--- config.mk ---
export PLATFORM = sky130hd
export DESIGN_NAME = memarb
export DESIGN_NICKNAME = d
export VERILOG_FILES = /design/src/rtl/memarb.sv
export SDC_FILE = /design/constraint.sdc
export NUM_CORES = 1
export LEC_CHECK = 0
export ABC_AREA = 1
export BUFFER_PORTS_ARGS = -buffer_cell sky130_fd_sc_hd__buf_2
export CAP_MARGIN = 15
export CORE_AREA = 4 4 68 70
export CTS_CLUSTER_SIZE = 12
export DETAILED_ROUTE_END_ITERATION = 10
export DIE_AREA = 0 0 72 74
export PLACE_DENSITY = 0.81
export SLEW_MARGIN = 20
export SYNTH_ARGS = -nofsm -noshare
export SYNTH_HDL_FRONTEND = slang
export SYNTH_SLANG_ARGS = --single-unit
--- constraint.sdc ---
create_clock -name clk -period 1.6 [get_ports clk]
set_input_delay 0.08 -clock clk [delete_from_list [all_inputs] [get_ports clk]]
set_output_delay 0.08 -clock clk [all_outputs]
set_load 0.01 [all_outputs]
--- src/rtl/memarb.sv ---
// Single-port memory arbiter: init loader owns the port until the initial orders
// are loaded, then cpu and io share it round-robin with stall locking.
module memarb #(
    parameter int ABITS = 9,
    parameter int DBITS = 16
) (
    input  logic             clk,
    input  logic             rst,
    input  logic [ABITS-1:0] init_addr,
    input  logic [DBITS-1:0] init_wdata,
    input  logic             init_wr,
    output logic             init_wait,
    input  logic [ABITS-1:0] cpu_addr,
    input  logic [DBITS-1:0] cpu_wdata,
    input  logic             cpu_rd,
    input  logic             cpu_wr,
    output logic             cpu_wait,
    output logic             cpu_rvalid,
    input  logic [ABITS-1:0] io_addr,
    input  logic [DBITS-1:0] io_wdata,
    input  logic             io_rd,
    input  logic             io_wr,
    output logic             io_wait,
    output logic             io_rvalid,
    output logic [DBITS-1:0] rdata,
    output logic [ABITS-1:0] mem_addr,
    output logic [DBITS-1:0] mem_wdata,
    output logic             mem_rd,
    output logic             mem_wr,
    input  logic             mem_wait,
    input  logic [DBITS-1:0] mem_rdata
);

    typedef enum logic [0:0] {
        ST_INIT = 1'b0,
        ST_RUN  = 1'b1
    } state_t;

    localparam logic OWN_CPU = 1'b0;
    localparam logic OWN_IO  = 1'b1;

    state_t r_state;
    state_t w_state_nxt;
    logic   r_seen;
    logic   r_lock_vld;
    logic   r_lock_own;
    logic   r_last;
    logic   r_cpu_rvalid;
    logic   r_io_rvalid;

    logic   w_cpu_req;
    logic   w_io_req;
    logic   w_gnt_vld;
    logic   w_gnt_own;
    logic   w_acc;
    logic   w_init_acc;

    assign w_cpu_req = cpu_rd | cpu_wr;
    assign w_io_req  = io_rd | io_wr;

    // Grant selection: a locked (stalled) owner is never pre-empted.
    always_comb begin
        w_gnt_vld = 1'b0;
        w_gnt_own = OWN_CPU;
        if (rst || (r_state == ST_INIT)) begin
            w_gnt_vld = 1'b0;
        end else if (r_lock_vld) begin
            w_gnt_vld = 1'b1;
            w_gnt_own = r_lock_own;
        end else if (w_cpu_req && w_io_req) begin
            w_gnt_vld = 1'b1;
            w_gnt_own = ~r_last;
        end else if (w_cpu_req) begin
            w_gnt_vld = 1'b1;
            w_gnt_own = OWN_CPU;
        end else if (w_io_req) begin
            w_gnt_vld = 1'b1;
            w_gnt_own = OWN_IO;
        end else begin
            w_gnt_vld = 1'b0;
        end
    end

    // Memory port mux; a simultaneous rd+wr is issued as a write only.
    always_comb begin
        mem_addr  = cpu_addr;
        mem_wdata = cpu_wdata;
        mem_rd    = 1'b0;
        mem_wr    = 1'b0;
        if (rst) begin
            mem_rd = 1'b0;
        end else if (r_state == ST_INIT) begin
            mem_addr  = init_addr;
            mem_wdata = init_wdata;
            mem_wr    = init_wr;
        end else if (w_gnt_vld && (w_gnt_own == OWN_IO)) begin
            mem_addr  = io_addr;
            mem_wdata = io_wdata;
            mem_wr    = io_wr;
            mem_rd    = io_rd & ~io_wr;
        end else if (w_gnt_vld) begin
            mem_wr = cpu_wr;
            mem_rd = cpu_rd & ~cpu_wr;
        end else begin
            mem_wr = 1'b0;
        end
    end

    assign w_acc      = w_gnt_vld & ~mem_wait;
    assign w_init_acc = ~rst & (r_state == ST_INIT) & init_wr & ~mem_wait;

    assign cpu_wait   = w_cpu_req & ~(w_acc & (w_gnt_own == OWN_CPU));
    assign io_wait    = w_io_req & ~(w_acc & (w_gnt_own == OWN_IO));
    assign init_wait  = init_wr & ~w_init_acc;

    assign cpu_rvalid = r_cpu_rvalid & ~rst;
    assign io_rvalid  = r_io_rvalid & ~rst;
    assign rdata      = mem_rdata;

    // Leave INIT once loading has happened and the loader goes quiet.
    always_comb begin
        w_state_nxt = r_state;
        case (r_state)
            ST_INIT: begin
                if (r_seen && !init_wr) begin
                    w_state_nxt = ST_RUN;
                end else begin
                    w_state_nxt = ST_INIT;
                end
            end
            ST_RUN:  w_state_nxt = ST_RUN;
            default: w_state_nxt = ST_INIT;
        endcase
    end

    // State, lock, round-robin history and read-valid registers.
    always_ff @(posedge clk) begin
        if (rst) begin
            r_state      <= ST_INIT;
            r_seen       <= 1'b0;
            r_lock_vld   <= 1'b0;
            r_lock_own   <= OWN_CPU;
            r_last       <= OWN_IO;
            r_cpu_rvalid <= 1'b0;
            r_io_rvalid  <= 1'b0;
        end else begin
            r_state <= w_state_nxt;
            if (w_init_acc) begin
                r_seen <= 1'b1;
            end
            if (w_acc) begin
                r_lock_vld <= 1'b0;
                r_last     <= w_gnt_own;
            end else if (w_gnt_vld && mem_wait) begin
                r_lock_vld <= 1'b1;
                r_lock_own <= w_gnt_own;
            end
            r_cpu_rvalid <= w_acc & (w_gnt_own == OWN_CPU) & cpu_rd & ~cpu_wr;
            r_io_rvalid  <= w_acc & (w_gnt_own == OWN_IO) & io_rd & ~io_wr;
        end
    end

endmodule

## Yosys cells after proc, flatten, opt, wreduce, memory -nomap -nowiden

Index checks and enable logic that the tools add are counted.
W data, S select, Z words.

- Flip-flop bits (word level): 7
- Input bits: 99
- Logic and storage cells: 70

- Mux-type cells: 25
- Bitwise logic cells: 30
- Reductions and logical operators: 8

Operators with widths:

| operator | count |
|---|---|
| $mux W16 | 3 |
| $mux W9 | 3 |
| $mux W1 | 18 |
| $and A1 B1 Y1 | 17 |
| $not A1 Y1 | 11 |
| $logic_and A1 B1 Y1 | 4 |
| $or A1 B1 Y1 | 2 |
| $pmux W1 S2 | 1 |
| $reduce_and A2 Y1 | 1 |
| $reduce_or A2 Y1 | 1 |
| $logic_not A1 Y1 | 1 |
| $logic_or A1 B1 Y1 | 1 |

## Logic depth before layout (Yosys ltp)

Gate-level depths: netlist of run 1.

- Depth in word-level cells: 10
- Gate-level depth with buffers: 9

## Worst setup path before layout of run 1

Ideal clock, no wire load.

- Path type: register -> output
- Start: register r_state
- End: output cpu_wait
- Arrival time: 1.131 ns
- Data required time: 1.520 ns
- Slack: 0.389 ns
- Stages on the path, launching flop included: 6
- Cell sequence: dfxtp_1 nand2_2 nor2_8 nand3_2 buf_2 a21oi_1

- Cells in the longest elaborated chain, start to end: 7
- Elaborated cells on any way between the ends: 9
- Those cells by class: mux: 2; bitwise: 6; reduce/logical: 1

Ends and longest elaborated chain:

| item | line | source |
|---|---|---|
| start, declared | 42 | `state_t r_state;` |
| start signal, assigned | 147 | `r_state <= w_state_nxt;` |
| $not A1 Y1 * | n/a |  |
| $logic_or A1 B1 Y1 * | 65 | `if (rst \|\| (r_state == ST_INIT)) begin` |
| $mux W1 | 65 |  |
| $and A1 B1 Y1 or $not A1 Y1 (tied branches) | 109, 112 |  |
| $and A1 B1 Y1 * | 112 | `assign cpu_wait = w_cpu_req & ~(w_acc & (w_gnt_own == OWN_CPU));` |
| $not A1 Y1 * | 112 |  |
| $and A1 B1 Y1 * | 112 |  |
| end, declared | 17 | `output logic cpu_wait,` |

Every way passes the cells marked *; elsewhere a longest branch is shown, timed or not.

## Worst setup path in the final report of run 1

- Start: register r_state
- End: output mem_wdata[7]

- Cells in the longest elaborated chain, start to end: 7
- Elaborated cells on any way between the ends: 8
- Those cells by class: mux: 5; bitwise: 1; reduce/logical: 2

Ends and longest elaborated chain:

| item | line | source |
|---|---|---|
| $not A1 Y1 | n/a |  |
| $logic_or A1 B1 Y1 | 65 |  |
| $mux W1 | 65 |  |
| $logic_and A1 B1 Y1 | 96 | `end else if (w_gnt_vld && (w_gnt_own == OWN_IO)) begin` |
| $mux W16 | 96 |  |
| $mux W16 * | 92 | `end else if (r_state == ST_INIT) begin` |
| $mux W16 * | 90 | `if (rst) begin` |
| end, declared | 27 | `output logic [DBITS-1:0] mem_wdata,` |

Marks and branches as above.

==> flow_metrics.env, run 1 <==
export IMPL_status="completed"
export IMPL_yosysTopAreaCellShare=0.169
export IMPL_ys_top_cells_by_area="inv_1 17%, nand2_1 16%, a22oi_1 13%"
export IMPL_power_share_clock=0.276
export IMPL_synth_avg_cell_area_um2=5.31
export IMPL_syn_inst=276
export IMPL_grt_pass1_wl_um=7850
export IMPL_cp_max_fo=19
export IMPL_core_um2=3970
export IMPL_switching_share=0.374
export IMPL_gr_usage_all_layers=0.175
export IMPL_wl_per_cell_um=11.5
export IMPL_yosysTopAreaCell="inv_1"
export IMPL_root_buffer="clkbuf_8"
export IMPL_power_frac_seq=0.204
export IMPL_hold_start="init_wr"
export IMPL_setup_ws_ps=99.7
export IMPL_grt_max_degree=30
export IMPL_path_class="reg2out"
export IMPL_yosys_register_bits=7
export IMPL_cp_startpoint="r_state$_SDFF_PP0_"
export IMPL_vias=2022
export IMPL_die_area_um2=5330
export IMPL_gp_congestion=0.783
export IMPL_clockBufferDepth=2
export IMPL_irDropWorstVdd_mv=0.376
export IMPL_grt_ovfl_total=0
export IMPL_clock_sinks=7
export IMPL_row_count=23
export IMPL_start_util=0.369
export IMPL_num_io_pins=147
export IMPL_fin_nets=474
export IMPL_cp_required_ps=1520
export IMPL_syn2layout_area_growth_pct=45.0
export IMPL_setup_viol=0
export IMPL_first_iter_violations=71
export IMPL_n_antenna_cell=0
export IMPL_tns_ps=0
export IMPL_hpwl_um=3870
export IMPL_place_area_um2=2000
export IMPL_p_sw_w=0.000340
export IMPL_crit_path_end_kind="primary output"
export IMPL_cts_max_level=1
export IMPL_r2r_start="r_state$_SDFF_PP0_"
export IMPL_drv_cap=0
export IMPL_vias_per_cell=4.77
export IMPL_combPwrFrac=0.520
export IMPL_postRouteAntennaNets=0
export IMPL_ys_seq_area_frac=0.0956
export IMPL_remaining_drc_errors=0
export IMPL_cp_start_kind="register"
export IMPL_die_height_um=74
export IMPL_hold_buffers=0
export IMPL_drt_wl_total_um=4860
export IMPL_ys_warnings_count=0
export IMPL_firstDrtPassIters=4
export IMPL_port_buffers=114
export IMPL_grt_pass1_vias=1842
export IMPL_cts_buffers=3
export IMPL_power_density_nw_per_um2=428
export IMPL_hold_class="in2reg"
export IMPL_layout_drive_gt1_share=0.380
export IMPL_ys_types=20
export IMPL_post_route_min_period_ps=1500
export IMPL_arrival_ps=1420
export IMPL_fin_skew_ps=3.29
export IMPL_hold_viol=0
export IMPL_syn_area_um2=1470
export IMPL_clkLatencyLatePin_ps=230
export IMPL_dp_slack_ps=187
export IMPL_clk_pin_slew_ps=40
export IMPL_worst_pin_slew_ps=310
export IMPL_die_w_um=72
export IMPL_synth_nets=375
export IMPL_slew_viol_final=0
export IMPL_fmax_mhz=667
export IMPL_relSlewSlack=0.793
export IMPL_p_int_w=0.000570
export IMPL_final_cell_area_um2=2120
export IMPL_antenna_found_initial=0
export IMPL_cts_tree="built"
export IMPL_post_route_period_util=0.938
export IMPL_leakagePower_nw=1.34
## flip-flops by register name (all words and copies together) (netlist names)
name,flops
r_seen,1
r_lock_own,1
r_cpu_rvalid,1
r_lock_vld,1
r_io_rvalid,1
r_state,1
r_last,1
## critical path, stage by stage (launching register included)
cell and delay [ps]:
dfxtp_4 360, nand2_4 80, nor2_8 140, nand3_4 120, buf_12 180, nand2_1 60, nand3_1 60, nand2_1 60
buf_2 120
## worst paths after layout
| kind | to | slack (ps) | depth (start not counted) |
|---|---|---|---|
| setup / recovery | mem_wdata[7] | 100 | 8 |
| hold / removal | r_state$_SDFF_PP0_ | 70 | 2 |
| setup reg to reg | r_io_rvalid$_SDFF_PP0_ | 420 | 7 |
| hold reg to reg | r_seen$_SDFFE_PP0P_ | 450 | 2 |
## final cells by class
type	instances	area [um2]
fill	396	1850
multi-input combinational	169	898
timing repair buffer	127	717
inverter	67	254
sequential	7	148
tap	50	62.6
clock buffer	4	45.0
## power by group through the flow
stage	combinational [W]	sequential [W]	clock, W
floorplan	0.000286	0.000188	0
global placement	0.000455	0.000188	0
detailed placement	0.000462	0.000188	0
CTS	0.000468	0.000186	0.000260
global route	0.000532	0.000187	0.000272
finish	0.000473	0.000186	0.000251
## cells in the mapped netlist
cell type	instances
a21boi_0	1
a21oi_1	2
a22oi_1	25
buf_1	1
buf_2	11
buf_4	16
clkbuf_1	5
dfxtp_1	7
inv_1	66
inv_2	1
nand2_1	62
nand2_2	2
nand3_1	31
nand3_2	1
nand4_1	26
nor2_1	12
nor2_2	2
nor2_8	1
o21ai_0	3
o21ai_1	1
## layer usage
layer	global-route usage	vias to the layer above	part of all wire
met5	0	-	0
met4	0.0376	0	0.0099
met3	0.0270	9	0.077
met2	0.336	71	0.50
met1	0.206	875	0.41
li1	-	1067	-
## cells by family after synthesis
group	share of synthesized area
buf+inv	0.307
flops	0.0956
simple gates	0.444
compound gates	0.154
## metrics by stage
step / hold WS, ps / total power (W) / cells / util
after floorplan: 191 / 0.000474 / 276 / -
after global placement: 160 / 0.000643 / 418 / 0.503
after detailed placement: 160 / 0.000650 / 418 / 0.503
after CTS: 80.1 / 0.000914 / 422 / 0.519
after global routing: 71.9 / 0.000990 / 424 / 0.535
final: 68.3 / 0.000910 / 424 / 0.535
## placed cells by master, fill, tap and decap left out, types with 2 or more instances in the layout
| cell | Yosys | layout |
|---|---|---|
| nor2_2 | 2 | 2 |
| dfxtp_4 | 0 | 2 |
| dfxtp_1 | 7 | 5 |
| nand2_1 | 62 | 61 |
| o21ai_0 | 3 | 3 |
| inv_1 | 66 | 65 |
| nor2_1 | 12 | 11 |
| buf_4 | 16 | 8 |
| nand2_2 | 2 | 2 |
| nand3_1 | 31 | 31 |
| buf_8 | 0 | 2 |
| buf_2 | 11 | 114 |
| a22oi_1 | 25 | 25 |
| nand4_1 | 26 | 26 |
| clkbuf_8 | 0 | 3 |
| a21oi_1 | 2 | 2 |
## what timing repair did
| action | 4_1_cts | 5_1_grt |
|---|---|---|
| endpoints found under the setup margin | 26 | 28 |
| gates cloned | 0 | 1 |
| endpoints found under the hold margin | 0 | 0 |
| pin swaps | 0 | 1 |
| buffers inserted | 0 | 1 |
| gates resized for setup | 4 | 12 |
Power figures use the tool's default switching activity.
==> inputs of run 2 (changes only) <==
--- a/config.mk
+++ b/config.mk
@@ -12,7 +12,9 @@
 export CTS_CLUSTER_SIZE = 12
 export DETAILED_ROUTE_END_ITERATION = 10
 export DIE_AREA = 0 0 72 74
+export HOLD_SLACK_MARGIN = 0.1
 export PLACE_DENSITY = 0.81
+export SKIP_CTS_REPAIR_TIMING = 1
 export SLEW_MARGIN = 20
 export SYNTH_ARGS = -nofsm -noshare
 export SYNTH_HDL_FRONTEND = slang
==> run 2 against run 1 <==
  * Count of clock-buffer cells in the layout did not move
  * First-iteration DRC count fell by 21%
  * Flip-flop and latch count unchanged
  * Largest power group unchanged
  * Non-clock buffer count increased by 1
  * Worst setup slack got worse by 8.8 ps
  * Register-to-register slack is essentially flat
  * Design area decreased by 0.59%
  * Die area is the same
  * Highest routed layer unchanged
==> flow_metrics.env, run 2 (synthesis gave the netlist of run 1 again) <==
export IMPL_grt_pass1_vias=1842
export IMPL_cp_required_ps=1520
export IMPL_arrival_ps=1430
export IMPL_port_buffers=114
export IMPL_fin_nets=475
export IMPL_clock_sinks=7
export IMPL_total_power_w=0.000915
export IMPL_grt_ovfl_total=0
export IMPL_drv_cap=0
export IMPL_antenna_found_initial=0
export IMPL_wl_per_cell_um=11.5
export IMPL_die_area_um2=5330
export IMPL_num_io_pins=147
export IMPL_fmax_mhz=663
export IMPL_postRouteAntennaNets=0
export IMPL_cts_tree="built"
export IMPL_final_common_cell="buf_2"
export IMPL_cp_slowest_cell="dfxtp_2"
export IMPL_post_route_period_util=0.943
export IMPL_firstDrtPassIters=4
export IMPL_cts_buffers=3
export IMPL_hold_class="in2reg"
export IMPL_drt_wl_total_um=4880
export IMPL_grt_use_met3=0.0270
export IMPL_path_cells="inv_2 -> nor2_4 -> nor2_8 -> nand3_4 -> buf_12 -> nand2_1 -> nand3_1 -> nand2_1 -> buf_2"
export IMPL_cpPeakStageDelay_ps=350
export IMPL_cpMostUsedCell="nand2_1"
export IMPL_remaining_drc_errors=0
export IMPL_regArea_um2=143
export IMPL_grt_pass1_wl_um=7800
export IMPL_multi_input_area_um2=901
export IMPL_layout_drive_gt1_share=0.381
export IMPL_start_util=0.369
export IMPL_timing_hold_ws_ps=90.8
export IMPL_crit_path_end_kind="primary output"
export IMPL_gr_usage_all_layers=0.174
export IMPL_cts_max_level=1
export IMPL_irDropWorstVdd_mv=0.377
export IMPL_use_met2=0.335
export IMPL_hold_viol=0
export IMPL_vias=2028
export IMPL_mostFrequentLayoutCells="114 x buf_2, 65 x inv_1, 60 x nand2_1"
export IMPL_setup_viol=0
export IMPL_grt_max_degree=30
export IMPL_cp_start_kind="register"
export IMPL_die_w_um=72
export IMPL_setup_ws_ps=90.9
export IMPL_row_count=23
export IMPL_gp_congestion=0.783
export IMPL_slew_viol_final=0
export IMPL_top_usage_layer="met2"
export IMPL_relSlewSlack=0.794
export IMPL_power_density_nw_per_um2=433
export IMPL_clkLatencyLatePin_ps=230
export IMPL_core_um2=3970
export IMPL_fin_skew_ps=3.24
export IMPL_root_buffer="clkbuf_8"
export IMPL_path_class="reg2out"
export IMPL_first_iter_violations=56
export IMPL_die_height_um=74
export IMPL_clockBufferDepth=2
export IMPL_vias_per_cell=4.77
export IMPL_n_antenna_cell=0
export IMPL_status="completed"
export IMPL_dp_cells=418
export IMPL_cp_max_fo=19
export IMPL_use_met1=0.203
export IMPL_hpwl_um=3870
export IMPL_post_route_min_period_ps=1510
export IMPL_worst_pin_slew_ps=309
export IMPL_clk_pin_slew_ps=40
export IMPL_rsz0062_at_grt="true"
export IMPL_dp_slack_ps=187
export IMPL_stdcell_count=425
export IMPL_n_fill_cell=395
export IMPL_leakagePower_nw=1.33
export IMPL_syn2layout_area_growth_pct=44.2
==> run 2: worst max-delay path: cells and delay by family, from the launching register on <==
family / cells / cell delay [ps]
buffers and inverters: 3 / 350
DFF: 1 / 350
and+or+nand+nor: 6 / 480
==> run 2: cell type report <==
class                           instances  share of cell area
Multi-Input combinational cell        169               0.427
Clock buffer                            4              0.0213
Tap cell                               50              0.0296
Sequential cell                         7              0.0675
Inverter                               67               0.119
Timing Repair Buffer                  128               0.336
==> run 2: metrics by stage <==
stage	TNS, ps	instance area, um2	utilization
final	0	2110	0.532
after global routing	-51.2	2110	0.532
after global placement	0	2000	0.503
after detailed placement	0	2000	0.503
after floorplan	0	1470	-
after CTS	-1010	2040	0.514
==> run 2: final timing paths <==
path	from	end	slack [ps]	cells past startpoint
worst max-delay path	r_lock_vld$_SDFFE_PP0P_	mem_wdata[7]	90	9
worst min-delay path	mem_wait	r_seen$_SDFFE_PP0P_	90	2
worst max register to register	r_state$_SDFF_PP0_	r_io_rvalid$_SDFF_PP0_	420	7
worst min register to register	r_seen$_SDFFE_PP0P_	r_seen$_SDFFE_PP0P_	450	2
==> run 2: routing by layer <==
metal / routed length, um / vias up
met1: 1980 / 887
met4: 48 / 0
met5: 0 / -
met2: 2480 / 63
met3: 363 / 9
li1: - / 1069
==> run 2: power by group <==
| part | internal, W | switching [W] |
|---|---|---|
| Clock | 0.000173 | 0.0000786 |
| Combinational | 0.000220 | 0.000257 |
| Sequential | 0.000182 | 0.00000508 |
| Total | 0.000574 | 0.000340 |
==> inputs of run 3 (changes only) <==
--- a/config.mk
+++ b/config.mk
@@ -8,12 +8,14 @@
 export ABC_AREA = 1
 export BUFFER_PORTS_ARGS = -buffer_cell sky130_fd_sc_hd__buf_2
 export CAP_MARGIN = 15
-export CORE_AREA = 4 4 68 70
+export CELL_PAD_IN_SITES_DETAIL_PLACEMENT = 1
+export CELL_PAD_IN_SITES_GLOBAL_PLACEMENT = 1
+export CORE_AREA = 4 4 89 91
 export CTS_CLUSTER_SIZE = 12
 export DETAILED_ROUTE_END_ITERATION = 10
-export DIE_AREA = 0 0 72 74
+export DIE_AREA = 0 0 93 95
 export HOLD_SLACK_MARGIN = 0.1
-export PLACE_DENSITY = 0.81
+export PLACE_DENSITY = 0.79
 export SKIP_CTS_REPAIR_TIMING = 1
 export SLEW_MARGIN = 20
 export SYNTH_ARGS = -nofsm -noshare
==> run 3 against run 2 <==
  * Flip-flop and latch count is the same
  * Power is 3.5% higher
  * Cell count is 12% higher
  * Utilization is 22 points lower
  * Non-clock buffer count up 2
  * Maximum frequency down 0.94%
  * Worst hold slack better by 42 ps
  * Critical path depth is the same
  * Worst setup slack worse by 14 ps
  * Wire length grew 30%
  * Register-to-register slack worse by 30 ps
  * First-iteration DRC count is 11% higher
  * Critical endpoint is now mem_addr[4]
==> flow_metrics.env, run 3 (synthesis gave the netlist of run 1 again) <==
export IMPL_first_iter_violations=62
export IMPL_power_density_nw_per_um2=424
export IMPL_rsz0062_at_grt="true"
export IMPL_post_route_period_util=0.952
export IMPL_combPwrFrac=0.538
export IMPL_cp_start_kind="register"
export IMPL_clkLatencyLatePin_ps=230
export IMPL_firstDrtPassIters=4
export IMPL_fin_skew_ps=0.702
export IMPL_cpMostUsedCell="nand2_1"
export IMPL_row_count=31
export IMPL_cp_slowest_cell="dfxtp_2"
export IMPL_place_area_um2=2060
export IMPL_grt_pass1_vias=2161
export IMPL_r2r_setup_slack_ps=390
export IMPL_clock_sinks=7
export IMPL_fin_nets=477
export IMPL_hold_viol=0
export IMPL_timing_rr_end="r_lock_own$_SDFFE_PP0P_"
export IMPL_p_sw_w=0.000364
export IMPL_final_cell_area_um2=2230
export IMPL_cts_max_level=1
export IMPL_r2r_start="r_state$_SDFF_PP0_"
export IMPL_setup_viol=0
export IMPL_port_buffers=114
export IMPL_leakagePower_nw=1.36
export IMPL_path_cells="inv_2 -> nor2_4 -> nor2_8 -> nand3_4 -> buf_6 -> nand2_1 -> nand3_1 -> nand2_1 -> buf_2"
export IMPL_irDropWorstVdd_mv=0.190
export IMPL_status="completed"
export IMPL_grt_max_degree=30
export IMPL_whs_path_depth=4
export IMPL_hold_start="io_wr"
export IMPL_hpwl_um=5070
export IMPL_drt_wl_total_um=6360
export IMPL_postRouteAntennaNets=0
export IMPL_arrival_ps=1440
export IMPL_cts_tree="built"
export IMPL_root_buffer="clkbuf_8"
export IMPL_path_buf_inv=3
export IMPL_setup_ws_ps=76.5
export IMPL_die_height_um=95
export IMPL_worst_pin_slew_ps=347
export IMPL_cts_buffers=3
export IMPL_core_um2=7140
export IMPL_clk_pin_slew_ps=40
export IMPL_n_antenna_cell=0
export IMPL_gr_usage_all_layers=0.136
export IMPL_wl_per_cell_um=13.4
export IMPL_layout_drive_gt1_share=0.395
export IMPL_fmax_mhz=656
export IMPL_cp_max_fo=11
export IMPL_grt_pass1_wl_um=9950
export IMPL_remaining_drc_errors=0
export IMPL_path_delay_family="simple AND/OR/NAND/NOR gates"
export IMPL_die_w_um=93
export IMPL_drv_cap=0
export IMPL_die_area_um2=8840
export IMPL_vias=2148
export IMPL_p_int_w=0.000583
export IMPL_final_common_cell="buf_2"
export IMPL_min_to="r_io_rvalid$_SDFF_PP0_"
export IMPL_start_util=0.205
export IMPL_gp_congestion=0.790
export IMPL_path_class="reg2out"
export IMPL_relSlewSlack=0.769
export IMPL_hold_class="in2reg"
export IMPL_power_share_clock=0.265
export IMPL_syn2layout_area_growth_pct=52.4
export IMPL_cp_required_ps=1520
export IMPL_switching_share=0.385
export IMPL_antenna_found_initial=0
export IMPL_vias_per_cell=4.51
export IMPL_post_route_min_period_ps=1520
export IMPL_r2r_cells=8
export IMPL_dp_slack_ps=118
export IMPL_slew_viol_final=0
export IMPL_clockBufferDepth=2
export IMPL_grt_ovfl_total=0
export IMPL_cpPeakStageDelay_ps=330
export IMPL_num_io_pins=147
export IMPL_crit_path_end_kind="primary output"
export IMPL_final_core_util=0.313
export IMPL_power_frac_seq=0.197
export IMPL_mostFrequentLayoutCells="114 x buf_2, 65 x inv_1, 56 x nand2_1"
==> run 3: changes by cell type in the layout (fill, tap and decap cells not counted), sizes merged <==
cell,delta
clkbuf,+1
dlygate4sd3,+1
==> run 3: metrics by stage <==
step                TNS [ps]  std cells  hold WS, ps  power (W)
global placement           0        467          160   0.000659
detailed placement         0        467          160   0.000676
finish                     0        476          132   0.000947
global route            -186        476          160    0.00103
floorplan                  0        276          191   0.000474
CTS                    -2370        471         77.0   0.000933
==> run 3: final cells by class <==
class | count | area [um2]
fillers | 1015 | 4900
inverters | 67 | 251
multi-input cells | 169 | 913
repair buffers | 130 | 754
well taps | 99 | 124
clock buffers | 4 | 45.0
flip-flops and latches | 7 | 145
==> run 3: worst max-delay path by stage <==
stage                                  startpoint           end  slack, ps  depth (start not counted)
after floorplan                r_state$_SDFF_PP0_      cpu_wait        390                          5
after global placement    r_lock_vld$_SDFFE_PP0P_   mem_addr[4]        190                          9
after detailed placement       r_state$_SDFF_PP0_  mem_wdata[4]        120                          7
after CTS                      r_state$_SDFF_PP0_  mem_wdata[4]       -130                          7
after global routing          r_last$_SDFFE_PP1N_        mem_rd        -30                          9
final                     r_lock_vld$_SDFFE_PP0P_   mem_addr[4]         80                          9
==> run 3: worst register-to-register path: stages, from the launching register on <==
cell and delay [ps]:
dfxtp_4 360, nand2_4 80, inv_1 120, buf_4 240, nand2_1 80, nor2_1 90, nand2_1 60, nand2_1 60
nor2_1 30
==> run 3: power groups by stage <==
stage | Clock [W] | Sequential (W) | Combinational, W
after floorplan | 0 | 0.000188 | 0.000286
after global placement | 0 | 0.000188 | 0.000471
after detailed placement | 0 | 0.000189 | 0.000487
after CTS | 0.000259 | 0.000186 | 0.000489
after global routing | 0.000275 | 0.000187 | 0.000566
final | 0.000251 | 0.000187 | 0.000509
==> run 3: per-layer routing <==
metal | vias up | global-route usage | part of all wire
li1 | 1074 | - | -
met1 | 1001 | 0.155 | 0.41
met2 | 71 | 0.260 | 0.52
met3 | 2 | 0.0247 | 0.064
met4 | 0 | 0.0305 | 0.0042
met5 | - | 0 | 0
